## src/rtl/serial_add_ctrl_pkg.sv

```systemverilog
// Shared FSM encodings for the bit-serial add/subtract controller.
package serial_add_ctrl_pkg;

  localparam int ST_W = 2;

  typedef enum logic [ST_W-1:0] {
    ST_IDLE = 2'd0,
    ST_RUN  = 2'd1,
    ST_DONE = 2'd2
  } state_t;

endpackage

```

## src/rtl/serial_add_ctrl_fa.sv

```systemverilog
// One-bit full adder built from gates; purely combinational, zero latency, no flow control.
module FullAdderStructure (
  input  logic a,
  input  logic b,
  input  logic ci,
  output logic co,
  output logic s
);

  logic ab_x;
  logic ab_a;
  logic cp_a;

  assign ab_x = a ^ b;
  assign ab_a = a & b;
  assign cp_a = ci & ab_x;
  assign s    = ab_x ^ ci;
  assign co   = ab_a | cp_a;

endmodule

```

## src/rtl/serial_add_ctrl.sv

```systemverilog
// Bit-serial add/subtract over WIDTH cycles using one full adder; done pulses WIDTH+1 cycles after start.
// No backpressure: start is taken only in IDLE and ignored while busy, nothing is queued.
module serial_add_ctrl
  import serial_add_ctrl_pkg::*;
#(
  parameter int WIDTH = 8,
  parameter int CNT_W = 3
) (
  input  logic             clk,
  input  logic             rst,
  input  logic             start,
  input  logic             sub,
  input  logic [WIDTH-1:0] op_a,
  input  logic [WIDTH-1:0] op_b,
  output logic             busy,
  output logic             done,
  output logic [WIDTH-1:0] result,
  output logic             cout,
  output logic             ovf
);

  localparam logic [CNT_W-1:0] LAST_BIT = CNT_W'(WIDTH - 1);

  state_t           state;
  state_t           state_nxt;
  logic [WIDTH-1:0] sra;
  logic [WIDTH-1:0] srb;
  logic             carry;
  logic [CNT_W-1:0] count;
  logic             fa_s;
  logic             fa_co;
  logic             last_bit;

  FullAdderStructure u_fa (sra[0], srb[0], carry, fa_co, fa_s);

  assign last_bit = (count == LAST_BIT);

  always_ff @(posedge clk) begin
    if (rst) begin
      state <= ST_IDLE;
    end else begin
      state <= state_nxt;
    end
  end

  always_comb begin
    state_nxt = state;
    case (state)
      ST_IDLE: if (start) state_nxt = ST_RUN;
      ST_RUN:  if (last_bit) state_nxt = ST_DONE;
      ST_DONE: state_nxt = ST_IDLE;
      default: state_nxt = ST_IDLE;
    endcase
  end

  always_comb begin
    busy = (state != ST_IDLE);
    done = (state == ST_DONE);
  end

  // Subtraction is A + ~B + 1: the +1 rides in as the initial carry.
  always_ff @(posedge clk) begin
    if (rst) begin
      sra    <= '0;
      srb    <= '0;
      carry  <= 1'b0;
      count  <= '0;
      result <= '0;
      cout   <= 1'b0;
      ovf    <= 1'b0;
    end else begin
      case (state)
        ST_IDLE: begin
          if (start) begin
            sra   <= op_a;
            srb   <= sub ? ~op_b : op_b;
            carry <= sub;
            count <= '0;
          end
        end
        ST_RUN: begin
          result <= {fa_s, result[WIDTH-1:1]};
          sra    <= {1'b0, sra[WIDTH-1:1]};
          srb    <= {1'b0, srb[WIDTH-1:1]};
          carry  <= fa_co;
          count  <= count + CNT_W'(1);
          // On the MSB the carry flop holds the carry into the MSB.
          if (last_bit) begin
            cout <= fa_co;
            ovf  <= carry ^ fa_co;
          end
        end
        default: ;
      endcase
    end
  end

endmodule

```

## config.mk

```make
export PLATFORM = sky130hd
export DESIGN_NAME = serial_add_ctrl
export DESIGN_NICKNAME = d
export VERILOG_FILES = /design/src/rtl/serial_add_ctrl_pkg.sv /design/src/rtl/serial_add_ctrl_fa.sv /design/src/rtl/serial_add_ctrl.sv
export SDC_FILE = /design/constraint.sdc
export NUM_CORES = 1
export LEC_CHECK = 0
export BUFFER_PORTS_ARGS = -buffer_cell sky130_fd_sc_hd__buf_2
export CAP_MARGIN = 20
export CORE_ASPECT_RATIO = 1.1
export CORE_UTILIZATION = 48
export CTS_CLUSTER_SIZE = 25
export DETAILED_ROUTE_END_ITERATION = 10
export GPL_ROUTABILITY_DRIVEN = 0
export MAX_ROUTING_LAYER = met4
export PLACE_DENSITY = 0.79
export SETUP_SLACK_MARGIN = 0.05
export SKIP_CTS_REPAIR_TIMING = 1
export SLEW_MARGIN = 5
export SYNTH_ARGS = -nofsm -noshare
export SYNTH_HDL_FRONTEND = slang
export SYNTH_SLANG_ARGS = --single-unit
```

## constraint.sdc

```tcl
create_clock -name clk -period 1.1 [get_ports clk]
set_input_delay 0.22 -clock clk [delete_from_list [all_inputs] [get_ports clk]]
set_output_delay 0.22 -clock clk [all_outputs]
set_load 0.01 [all_outputs]
```

Yosys cells after proc, flatten, opt, wreduce, memory -nomap -nowiden
Index checks and enable logic that the tools add are counted.
{ "word_totals": {"ff_bits": 32, "word_cells": 39} }
{ "op_classes": {"addsub": 1, "n_eq_ne": 5, "mux": 12, "n_bitwise": 7, "reduce_logical": 6} }
{ "op_table": {"columns": ["cell", "n"], "rows": [
  ["8-bit case mux with 2 select lines", 2],
  ["8-bit two-way mux", 3],
  ["8-bit inverter", 1],
  ["3-bit case mux with 2 select lines", 1],
  ["2-bit AND reduction", 3],
  ["2-bit two-way mux", 2],
  ["2-bit inequality test, second input constant", 2],
  ["2-bit case mux with 2 select lines", 1],
  ["2-bit nonzero test", 2],
  ["3-bit by 1-bit adder with 3-bit output, second input constant", 1],
  ["3-bit == test, second input constant", 1],
  ["3-bit two-way mux", 1],
  ["1-bit bitwise XOR", 3],
  ["1-bit bitwise AND", 2],
  ["2-bit by 1-bit == test with 1-bit output, second input constant", 1],
  ["2-bit == test, second input constant", 1],
  ["2-bit zero test", 1],
  ["1-bit case mux with 2 select lines", 1],
  ["1-bit two-way mux", 1],
  ["1-bit bitwise OR", 1]
]} }

Logic depth before layout (Yosys ltp)
{ "logic_depth": {"word_depth": 4, "mapped_depth": 6, "mapped_depth_nobuf": 5} }

Cells and area by module
Synthesis repeated with hierarchy kept, for this count alone.
{ "hier_totals": {"hier_cells": 175, "area_unflattened_um2": 1525.2} }
{ "by_module_without_submodules": {"columns": ["module", "n_inst", "cells_per_inst", "area_each_um2"], "rows": [
  ["serial_add_ctrl", 1, 174, 1505.2],
  ["FullAdderStructure", 1, 1, 20.0]
]} }

Worst setup path after synthesis
No wires, ideal clock.
{ "synth_timing": {"path_kind": "register to register", "from": "reg carry", "to": "reg ovf", "arrival_time_ns": 1.075, "path_slack_ns": -0.108, "stages_incl_launch_ff": 5, "synth_period_minus_slack_ns": 1.208, "path_cell_list": "dfxtp_1 fa_1 xor2_1 nand3_1 a21oi_1"} }
{ "synth_via": {"elab_chain_cells": 3} }
{ "synth_rtl": {"columns": ["item", "line", "text"], "rows": [
  ["start, declared", "serial_add_ctrl.sv:28", "logic carry;"],
  ["start signal, assigned", "serial_add_ctrl.sv:77", "carry <= sub;"],
  ["start signal, assigned", "serial_add_ctrl.sv:85", "carry <= fa_co;"],
  ["1-bit bitwise AND", "serial_add_ctrl_fa.sv:16", "assign cp_a = ci & ab_x;"],
  ["1-bit bitwise OR", "serial_add_ctrl_fa.sv:18", "assign co = ab_a | cp_a;"],
  ["named net fa_co", "serial_add_ctrl.sv:31", "logic fa_co;"],
  ["1-bit bitwise XOR", "serial_add_ctrl.sv:90", "ovf <= carry ^ fa_co;"],
  ["end signal, assigned", "serial_add_ctrl.sv:90", null],
  ["end, declared", "serial_add_ctrl.sv:19", "output logic ovf"]
]} }
The timed path passes the listed nets, and every way through them passes these cells.
A chain may end at the register's enable or synchronous reset.

Worst setup path in the final report
{ "layout_timing": {"from": "reg state[1]", "to": "out busy"} }
{ "layout_via": {"elab_chain_cells": 1} }
{ "layout_rtl": {"columns": ["item", "line", "text"], "rows": [
  ["start, declared", "serial_add_ctrl.sv:24", "state_t state;"],
  ["start signal, assigned", "serial_add_ctrl.sv:42", "state <= state_nxt;"],
  ["2-bit nonzero test", "serial_add_ctrl.sv:57", "busy = (state != ST_IDLE);"],
  ["end, declared", "serial_add_ctrl.sv:15", "output logic busy,"]
]} }
No other way between the ends.

==> reports/results.tsv <==
stage	metric	value	unit
yosys	synth-edff-count	0	
placed_design	dpl_worst_slack	-0.0348	ns
yosys	synth_area	1530	µm²
floorplan	die_x	55.7	µm
routing	firstDrtPassIters	4	
power	power	2460	µW
setup_path	cp_top_family	flip-flops	
final_layout	post-route-util	72.4	%
final_layout	drive_gt1_share	54.8	%
global_route	grt_antenna_before_repair	0	
cts	clkSlewWorstSetupHoldPaths	0.10	ns
power	ir_drop	0.735	mV
floorplan	initial_core_util	50.0	%
yosys	yosys.area.top_type_share	42.0	%
routing	num_vias	1457	
power	p_leak	0.000899	µW
global_route	grt_pass1_wl	4.65	mm
cts	root_buffer	clkbuf_4	
yosys	synth_area_leaders	dfxtp_1, a21oi_1, nand2_1	
yosys	ys_types	33	
global_route	grt.overflow.total	0	
final_layout	area_growth	44.6	%
final_layout	antennaDiodeCount	0	
floorplan	die_y	61.1	µm
routing	drc	0	
routing	drt_wl_total	3.56	mm
cts	cts.path.max_buffers	2	
sta	hold_viol	0	
setup_path	worst-path-buf-inv	2	
yosys	yosys_most_used_dff	dfxtp_1	
yosys	ys_seq_area_share	42.0	%
cts	cts_tree	yes	
floorplan	pin_count	32	
cts	numCtsBuffers	5	
setup_path	crit_chain	buf_6, or2_4, buf_6	
floorplan	coreArea	3050	µm²
setup_path	slowest_stage	dfxtp_2	
final_layout	nNetsFinal	250	
worst_hold_path	hold_class	primary input to register	
final_layout	seq_area	661	µm²
setup_path	startpoint_type	register	
final_layout	multi_input_area	918	µm²
global_route	grt_pass1_vias	1097	
yosys	yosys_warnings	0	
sta	max_slew_margin	82.4	%
setup_path	path_common_cell	buf_6	
setup_path	worstPathArrival	1.14	ns
placed_design	hpwl	2.20	mm
routing	via_per_inst	5.56	
run_status	outcome	complete, but fails checks	
setup_path	worstSetupPathType	register to primary output	
global_route	grt_max_degree	21	
yosys	async_flop_share	0	%
power	powerDensity	1120	nW/µm²
routing	routedWlPerCell	13.6	µm
setup_path	cp_max_fo	3	
setup_path	rrSetupSlack	-0.15	ns
yosys	synth_cells	175	
yosys	ys_ff_latch	32	
job	drv_cap	0	
cts	cts.sink_count	32	
final_layout	nFillCells	221	
yosys	synth.avg_cell_area	8.72	µm²
run_status	violations	setup timing	
setup_path	max_stage_delay	0.34	ns
floorplan	dieArea	3410	µm²
yosys	yosys.area.top_type	dfxtp_1	
sta	slew_viol_final	0	
sta	setup_viol_count_final	28	
sta	fin_crit_sh	124	%
setup_path	crit_required	0.88	ns
sta	rsz0062_at_grt	true	
sta	tightest_slew	0.262	ns
sta	fin_ws	-0.264	ns
yosys	synth_nets	198	
setup_path	critical_path.endpoint_type	primary output	
sta	finalClockSkew	0.0129	ns
cts	clkLatencyLatePin	0.34	ns
cts	htree_levels	2	
routing	antenna_left	0	
global_route	grt.total_usage	18.6	%
sta	fmax	733	MHz
sta	min_period	1.36	ns
placed_design	io_buffers	31	
routing	dr.first_iter.drc_count	27	
floorplan	num_rows	21	
## routing by layer
| layer | GRT usage [%] | vias to the layer above | routed length [µm] |
|---|---|---|---|
| li1 | - | 719 | - |
| met1 | 20.5 | 685 | 1460 |
| met2 | 31.2 | 42 | 1850 |
| met3 | 4.41 | 11 | 168 |
| met4 | 11.4 | 0 | 82 |
| met5 | - | - | 0 |
## Yosys cell counts (all sizes together) (2+ instances only)
cell     count
nor2        17
nand3b       2
xnor2        7
o221a        8
nor2b        3
o22ai        7
ha           2
xor2         2
a2bb2oi      2
a21oi       24
a22oi       10
dfxtp       32
inv          9
buf         11
clkbuf       5
nand2b       2
nand2       21
nand3        2
## layout by cell type (no fill, tap or decap), types with 2 or more instances in the layout
cell type,n
a21oi_2,7
nand2_1,19
clkbuf_4,5
o221a_1,2
nor2b_2,2
dfxtp_2,16
xor2_1,2
a2bb2oi_2,2
nand3b_1,2
inv_1,8
buf_12,3
buf_6,11
a22oi_2,9
buf_2,24
xnor2_1,7
nand3_1,2
buf_4,21
nand2b_4,2
ha_4,2
o22ai_1,7
o221a_2,6
a21oi_1,17
dfxtp_1,16
clkbuf_1,2
buf_8,2
nand2_2,2
nor2_4,2
nor2_1,15
## cells by family (layout without fill, tap and decap cells)
kind of cell / count (synthesis) / after routing / synth area share (%)
muxes: 2 / 2 / 1.39
AOI/OAI and AO/OA: 55 / 55 / 24.9
xor gates and xnor gates: 9 / 9 / 5.17
and+or+nand+nor: 49 / 49 / 14.4
DFF: 32 / 32 / 42.0
adders and majority gates: 3 / 3 / 2.95
buffers and inverters: 25 / 78 / 9.19
## metrics by stage
step | instances | cell area, µm² | setup TNS [ns] | hold WS [ns]
after floorplan | 175 | 1620 | -0.0406 | 0.383
after global placement | 245 | 1890 | -0.0462 | 0.442
after detailed placement | 245 | 1890 | -0.187 | 0.449
after CTS | 253 | 1950 | -1.14 | 0.124
after global routing | 262 | 2210 | -3.59 | 0.126
final | 262 | 2210 | -2.27 | 0.134
## sequential cells by signal, indices dropped and copies added (netlist names)
signal,cells
count,3
srb,8
sra,8
carry,1
ovf,1
state,2
cout,1
result,8
## where the power goes
part / switching, µW / internal (µW) / leakage, µW / total [µW]
logic: 226 / 258 / 0.000597 / 484
clock network: 391 / 315 / 0.0000326 / 707
registers: 50.4 / 1220 / 0.000269 / 1270
## worst paths after layout
check | cells past startpoint | endpoint | startpoint
max | 3 | busy | state[1]$_SDFFE_PP0P_
min | 2 | sra[7]$_SDFFE_PP0P_ | rst
max reg2reg | 6 | srb[5]$_SDFFE_PP0P_ | state[1]$_SDFFE_PP0P_
min reg2reg | 2 | result[0]$_SDFFE_PP0P_ | result[0]$_SDFFE_PP0P_
## area by class of cell
| type | instances | share of cell area [%] |
|---|---|---|
| repair buffers | 61 | 22.3 |
| flip-flops and latches | 32 | 29.9 |
| clock buffers | 8 | 2.67 |
| inverters | 9 | 1.53 |
| multi-input cells | 118 | 41.6 |
| well taps | 34 | 1.93 |
(Power assumes the default switching activity.)
